==> config.mk <==
export PLATFORM = sky130hd
export DESIGN_NAME = exec_controller
export DESIGN_NICKNAME = d
export VERILOG_FILES = /design/src/rtl/exec_controller.sv
export SDC_FILE = /design/constraint.sdc
export NUM_CORES = 1
export LEC_CHECK = 0
export ABC_CLOCK_PERIOD_IN_PS = 1900
export CAP_MARGIN = 30
export CORE_ASPECT_RATIO = 0.75
export CORE_UTILIZATION = 30
export DETAILED_ROUTE_END_ITERATION = 8
export SYNTH_ARGS = -nofsm -noshare
export SYNTH_HDL_FRONTEND = slang
export SYNTH_SLANG_ARGS = --single-unit
==> constraint.sdc <==
create_clock -name clk_in -period 1.9 [get_ports clk_in]
set_input_delay 0.38 -clock clk_in [delete_from_list [all_inputs] [get_ports clk_in]]
set_output_delay 0.38 -clock clk_in [all_outputs]
set_load 0.02 [all_outputs]
==> src/rtl/exec_controller.sv <==
`default_nettype none
// +----------------------------------------------------------------------+
// | exec_controller: power-on hold, run/halt, single-step and PC          |
// | breakpoint sequencing for the Hack CPU clock enable.  Rev 1.0         |
// +----------------------------------------------------------------------+
module exec_controller #(
  parameter int PC_W            = 15,
  parameter int DEBOUNCE_CYCLES = 16,
  parameter int HOLD_CYCLES     = 2
) (
  input  logic            clk_in,
  input  logic            reset,
  input  logic            run_btn,
  input  logic            step_btn,
  input  logic            bp_en,
  input  logic [PC_W-1:0] bp_addr,
  input  logic [PC_W-1:0] pc,
  output logic            cpu_en,
  output logic            cpu_reset,
  output logic            halted,
  output logic            bp_hit,
  output logic [15:0]     instr_count
);

  localparam int DB_W   = $clog2(DEBOUNCE_CYCLES + 1);
  localparam int HOLD_W = $clog2(HOLD_CYCLES + 2);
  localparam logic [DB_W-1:0]   DB_LAST   = DB_W'(DEBOUNCE_CYCLES - 1);
  localparam logic [HOLD_W-1:0] HOLD_LAST = HOLD_W'(HOLD_CYCLES);

  typedef enum logic [1:0] {
    S_HOLD = 2'd0,
    S_HALT = 2'd1,
    S_STEP = 2'd2,
    S_RUN  = 2'd3
  } state_t;

  // Index 0 is the run button, index 1 the step button.
  logic [1:0]      btn_raw;
  logic [1:0]      sync1_q, sync2_q;
  logic [1:0]      level_q, level_d;
  logic [1:0]      pulse_q, pulse_d;
  logic [DB_W-1:0] cnt_q [2];
  logic [DB_W-1:0] cnt_d [2];

  state_t          state_q, state_d;
  logic [HOLD_W-1:0] hold_q, hold_d;
  logic            bp_hit_q, bp_hit_d;
  logic            skip_bp_q, skip_bp_d;
  logic [15:0]     count_q, count_d;
  logic            en_c;
  logic            run_p, step_p;
  logic            match;

  assign btn_raw = {step_btn, run_btn};
  assign run_p   = pulse_q[0];
  assign step_p  = pulse_q[1];

  always_comb begin
    for (int i = 0; i < 2; i++) begin
      level_d[i] = level_q[i];
      pulse_d[i] = 1'b0;
      cnt_d[i]   = '0;
      if (sync2_q[i] != level_q[i]) begin
        if (cnt_q[i] == DB_LAST) begin
          level_d[i] = sync2_q[i];
          pulse_d[i] = sync2_q[i];
        end else begin
          cnt_d[i] = cnt_q[i] + 1'b1;
        end
      end
    end
  end

  assign match = bp_en && (pc == bp_addr) && !skip_bp_q;

  always_comb begin
    state_d   = state_q;
    hold_d    = hold_q;
    bp_hit_d  = bp_hit_q;
    skip_bp_d = skip_bp_q;
    en_c      = 1'b0;
    case (state_q)
      S_HOLD: begin
        if (hold_q == HOLD_LAST) begin
          state_d = S_HALT;
        end else begin
          hold_d = hold_q + 1'b1;
        end
      end
      S_HALT: begin
        if (run_p) begin
          state_d   = S_RUN;
          bp_hit_d  = 1'b0;
          skip_bp_d = 1'b1;
        end else if (step_p) begin
          state_d = S_STEP;
        end
      end
      S_STEP: begin
        en_c    = 1'b1;
        state_d = S_HALT;
      end
      S_RUN: begin
        // Breakpoint wins over a coincident run press so the stop is reported.
        if (match) begin
          state_d  = S_HALT;
          bp_hit_d = 1'b1;
        end else if (run_p) begin
          state_d = S_HALT;
        end else begin
          en_c      = 1'b1;
          skip_bp_d = 1'b0;
        end
      end
      default: state_d = S_HOLD;
    endcase
    count_d = (en_c && (count_q != 16'hFFFF)) ? count_q + 16'd1 : count_q;
  end

  always_ff @(posedge clk_in) begin
    if (reset) begin
      sync1_q   <= '0;
      sync2_q   <= '0;
      level_q   <= '0;
      pulse_q   <= '0;
      cnt_q[0]  <= '0;
      cnt_q[1]  <= '0;
      state_q   <= S_HOLD;
      hold_q    <= '0;
      bp_hit_q  <= 1'b0;
      skip_bp_q <= 1'b0;
      count_q   <= '0;
    end else begin
      sync1_q   <= btn_raw;
      sync2_q   <= sync1_q;
      level_q   <= level_d;
      pulse_q   <= pulse_d;
      cnt_q[0]  <= cnt_d[0];
      cnt_q[1]  <= cnt_d[1];
      state_q   <= state_d;
      hold_q    <= hold_d;
      bp_hit_q  <= bp_hit_d;
      skip_bp_q <= skip_bp_d;
      count_q   <= count_d;
    end
  end

  assign cpu_en      = en_c;
  assign cpu_reset   = (state_q == S_HOLD);
  assign halted      = (state_q == S_HALT);
  assign bp_hit      = bp_hit_q;
  assign instr_count = count_q;

endmodule
`default_nettype wire

==> run summary, run 1 <==
TritonCTS built the clock tree. The number of global-route vias before repair came out at 1,692. The die span in y is 72.4 microns, and the pin count of the biggest net entering global routing is 17.

The setup path with the least slack is of type input port to output pin. In this run the worst path has a maximum fanout of 2. The logs give 14.7% for the aggregate global-route resource usage and 0.00859 ns for the final clock skew. The root buffer cell chosen for the clock tree is sky130_fd_sc_hd__clkbuf_8. sky130_fd_sc_hd__dfxtp_1 is the most common cell in the netlist. The final worst hold slack is 0.441 ns, and the final hold violation count is 0. Maximum vdd ir drop: 0.348 mV. Across all layers, the routed design uses 1,810 vias. The final layout contains 338 nets. 0 antenna diodes ended up in the layout. The reg-to-reg setup timing slack is 0.14 ns.

No sink is reached through more buffers than the 2 on the longest clock path. The fraction of layout instances using a drive strength above 1 came out at 26.5%. Summed over all cells, the static leakage comes to 1.09 nW.

The longest individual stage delay on the worst path is 0.22 ns. The run gives 6930 sq um as the area of the die. Sorting the synthesized cells by area gives the leading types as sky130_fd_sc_hd__dfxtp_1, sky130_fd_sc_hd__xor2_1, sky130_fd_sc_hd__nor2_1. For this run, design rule violations remaining after detail routing come to 0.

Dividing the detail-routed wire length by the instance count gives 11.9 microns. The run gives 3.77% as the global routing usage on met3. Among all flip-flop cells after synthesis, the most frequent one is sky130_fd_sc_hd__dfxtp_1.

The share of the yosys chip area belonging to registers is 40.4%, and the arrival time of the worst setup path is 1.63 ns. The number of violations of the max-capacitance limit was 0; the power density over cell area was 648 nW/um^2. After technology mapping, the gate count stands at 218. The routing usage on met1 is 19.7%, and the buffering stage count on the worst path with inverters included is 2. For the number of antenna violations at the first check in global routing, the log shows 0.

Clock-pin slew was measured on the worst setup and hold paths at 0.09 ns. The logs give 38.3% for the part of the total power dissipated in the clock network and 5 for the number of buffers added by the clock tree synthesis step. The least setup slack across all paths after layout is -0.110 ns. The tools report the detailed-placement wirelength estimate as 3490 microns. After layout, the worst path uses 106% of the clock period. For the internal power consumption, the log shows 1.40 mW. The tightest min-delay check is of the register to register type. During I/O placement, the number of pins put on the boundary was 55.

The number of nets in the synthesized netlist is 259. Net switching is 25.6% of the power. Measured against its own limit, the worst slew margin works out to 70.5%. The run gives 4500 microns as the post-detailed-routing wire length.

The top-area cell type share of the netlist area is 40.4%, and the iteration count of the initial detailed-routing pass is 4. Setup repair after global routing could not meet its margin everywhere. The tools report the initial standard-cell utilization of the core as 31.2%.

For the finished layout, the period the worst path requires is 2.01 ns. The floorplan has 25 rows. The floorplan step set the die width to 95.8 microns. The tools report the number of warnings printed during yosys synthesis as 0. In this run the number of H-tree levels came out at 2. Final setup violation count: 1. After layout, the design draws a total of 1.89 mW.

The flow ran to the end, but the final reports show violations. For the pin with the worst max-slew slack, the measured transition is 0.439 ns. Of all flip-flops after synthesis, the portion carrying an async set or reset was 0%. In this run, the number of DRC markers left after iteration 0 of detailed routing was 86. The via density per instance came out at 4.78. For this run the aggregate overflow at the end of global routing stands at 0. For the worst setup path, the data required time is 1.52 ns.

STA classifies the critical path endpoint as an output pin. Relative to the synthesized area, the layout overhead comes to 47.1%. met2 is the most crowded layer. Cell with the largest stage delay on the worst path: sky130_fd_sc_hd__nor4_4. Combinational power share: 14.9%. The library cell occupying the most area in the post-synthesis netlist was sky130_fd_sc_hd__dfxtp_1. Summing every instance area after synthesis gives 1980 sq um. The number of nets still failing antenna checks after routing came out at 0. The checks that failed: negative setup slack. The count of different cell masters after synthesis is 44, and the met2 track utilization from global routing is 23.3%.

Buffers placed on the I/O ports in this run total 54. The worst setup path is launched from an input port. The switching power summed over all nets was 484 uW; the flop and latch count out of synthesis was 40. Ranked by instance count, the synthesized netlist is headed by sky130_fd_sc_hd__dfxtp_1, sky130_fd_sc_hd__nor2_1, sky130_fd_sc_hd__xor2_1, sky130_fd_sc_hd__a21oi_1, sky130_fd_sc_hd__inv_1. The floorplan step defined a core boundary enclosing 6350 sq um.

The run gives 46.8% as the relative contribution of sequential cells to total power. On the critical path the largest part of the delay comes from simple AND/OR/NAND/NOR gates. The layout has 643 filler cells. In this run, synthesis inferred 0 flip-flops with an integrated enable.

At the end of routability-driven placement, the weighted congestion stood at 0.707. The wire length of the first global-routing pass is 7910 microns. Static timing analysis puts the maximum clock frequency at 497 MHz. The clock drives 40 sinks.

The tools report the final count of pins violating max slew as 0. At the later pin of the worst-skew pair, clock insertion delay measures 0.30 ns. The signal on the critical path passes through clkdlybuf4s15_1 -> xor2_2 -> nor4_4 -> nand4_1 -> a21o_1 -> and2_4 -> buf_6. The synthesized area divided by synthesized cell count works out to 9.09 sq um.
==> flip-flops by register name, indices dropped and copies added, names as in the netlist, 2 cells and up <==
name / flops
sync2_q: 2
sync1_q: 2
pulse_q: 2
cnt_q: 10
state_q: 2
instr_count: 16
level_q: 2
hold_q: 2
==> area by class of cell <==
class / instances / area, sq um / area share, %
clock buffers: 5 / 68.8 / 2.36
clock inverters: 3 / 46.3 / 1.59
inverters: 10 / 37.5 / 1.29
multi-input cells: 160 / 1200 / 41.1
flip-flops and latches: 40 / 803 / 27.6
well taps: 81 / 101 / 3.48
repair buffers: 80 / 659 / 22.6
==> cell families after synthesis <==
| kind of cell | after synthesis | synth area share, % |
|---|---|---|
| AO/OA/AOI/OAI | 37 | 11.8 |
| adder cells (fa/ha/maj) | 6 | 3.79 |
| multiplexers | 5 | 3.10 |
| buffers and inverters | 18 | 4.49 |
| XOR/XNOR | 22 | 9.73 |
| AND/OR/NAND/NOR | 90 | 26.7 |
| flip-flops | 40 | 40.4 |
==> worst reg2reg max path, cell delays in order (launching register included) <==
cell and delay, ns:
sky130_fd_sc_hd__dfxtp_1 0.43, sky130_fd_sc_hd__and3_1 0.22, sky130_fd_sc_hd__nand3_2 0.17, sky130_fd_sc_hd__o31ai_4 0.28, sky130_fd_sc_hd__buf_6 0.19, sky130_fd_sc_hd__nor4_2 0.06, sky130_fd_sc_hd__mux2_4 0.30
==> stage by stage <==
step                std cells  cell area (sq um)  setup TNS, ns  utilization (%)  setup WS [ns]
finish                    379               2910         -0.110             45.9         -0.110
global route              379               2910         -0.191             45.9         -0.191
CTS                       378               2950         -0.200             46.4         -0.200
detailed placement        370               2790          -9.87             43.9         -0.928
global placement          370               2790          -9.72             43.9         -0.918
floorplan                 218               1980              0                -        0.00164
==> layout by cell type, fill, tap and decap left out, types with 7 or more instances in the layout <==
| cell | synthesis | routed |
|---|---|---|
| sky130_fd_sc_hd__dfxtp_1 | 40 | 38 |
| sky130_fd_sc_hd__xor2_1 | 17 | 14 |
| sky130_fd_sc_hd__nor2_1 | 25 | 25 |
| sky130_fd_sc_hd__buf_4 | 1 | 24 |
| sky130_fd_sc_hd__nand3_1 | 8 | 8 |
| sky130_fd_sc_hd__a21oi_1 | 13 | 12 |
| sky130_fd_sc_hd__nor2b_1 | 7 | 7 |
| sky130_fd_sc_hd__clkbuf_2 | 0 | 18 |
| sky130_fd_sc_hd__or3_1 | 7 | 7 |
| sky130_fd_sc_hd__inv_1 | 10 | 10 |
| sky130_fd_sc_hd__clkdlybuf4s50_1 | 0 | 21 |
| sky130_fd_sc_hd__clkdlybuf4s15_1 | 0 | 11 |
==> routing by layer <==
| metal | wire [microns] | part of all wire, % |
|---|---|---|
| met5 | 0 | 0 |
| met4 | 31 | 0.69 |
| met3 | 156 | 3.5 |
| met2 | 2100 | 47 |
| met1 | 2210 | 49 |
==> path summary, 6_finish.rpt <==
path | start | to | cells past startpoint
setup / recovery | bp_addr[1] | cpu_en | 7
hold reg to reg | sync1_q[1] | sync2_q[1] | 1
setup reg to reg | instr_count[2] | instr_count[8] | 6
hold / removal | sync1_q[1] | sync2_q[1] | 1
==> power by group through the flow <==
stage,clock (mW),sequential (mW),combinational [mW]
global placement,0,0.901,0.292
finish,0.724,0.883,0.280
floorplan,0,0.904,0.143
detailed placement,0,0.904,0.296
global route,0.785,0.888,0.314
CTS,0.750,0.884,0.288
==> what timing repair did <==
item,in CTS,in global routing
buffers inserted,2,1
pin swaps,18,19
setup endpoints to repair,18,18
hold buffers,0,0
gates cloned,0,0
gates resized for setup,64,40
endpoints found under the hold margin,0,0
Power figures use the tool's default switching activity.
==> run 2, diff against run 1 <==
--- a/config.mk
+++ b/config.mk
@@ -5,7 +5,6 @@
 export SDC_FILE = /design/constraint.sdc
 export NUM_CORES = 1
 export LEC_CHECK = 0
-export ABC_CLOCK_PERIOD_IN_PS = 1900
 export CAP_MARGIN = 30
 export CORE_ASPECT_RATIO = 0.75
 export CORE_UTILIZATION = 30
==> results of run 2 <==
Final layout, timing and power as in run 1 (identical DEF).
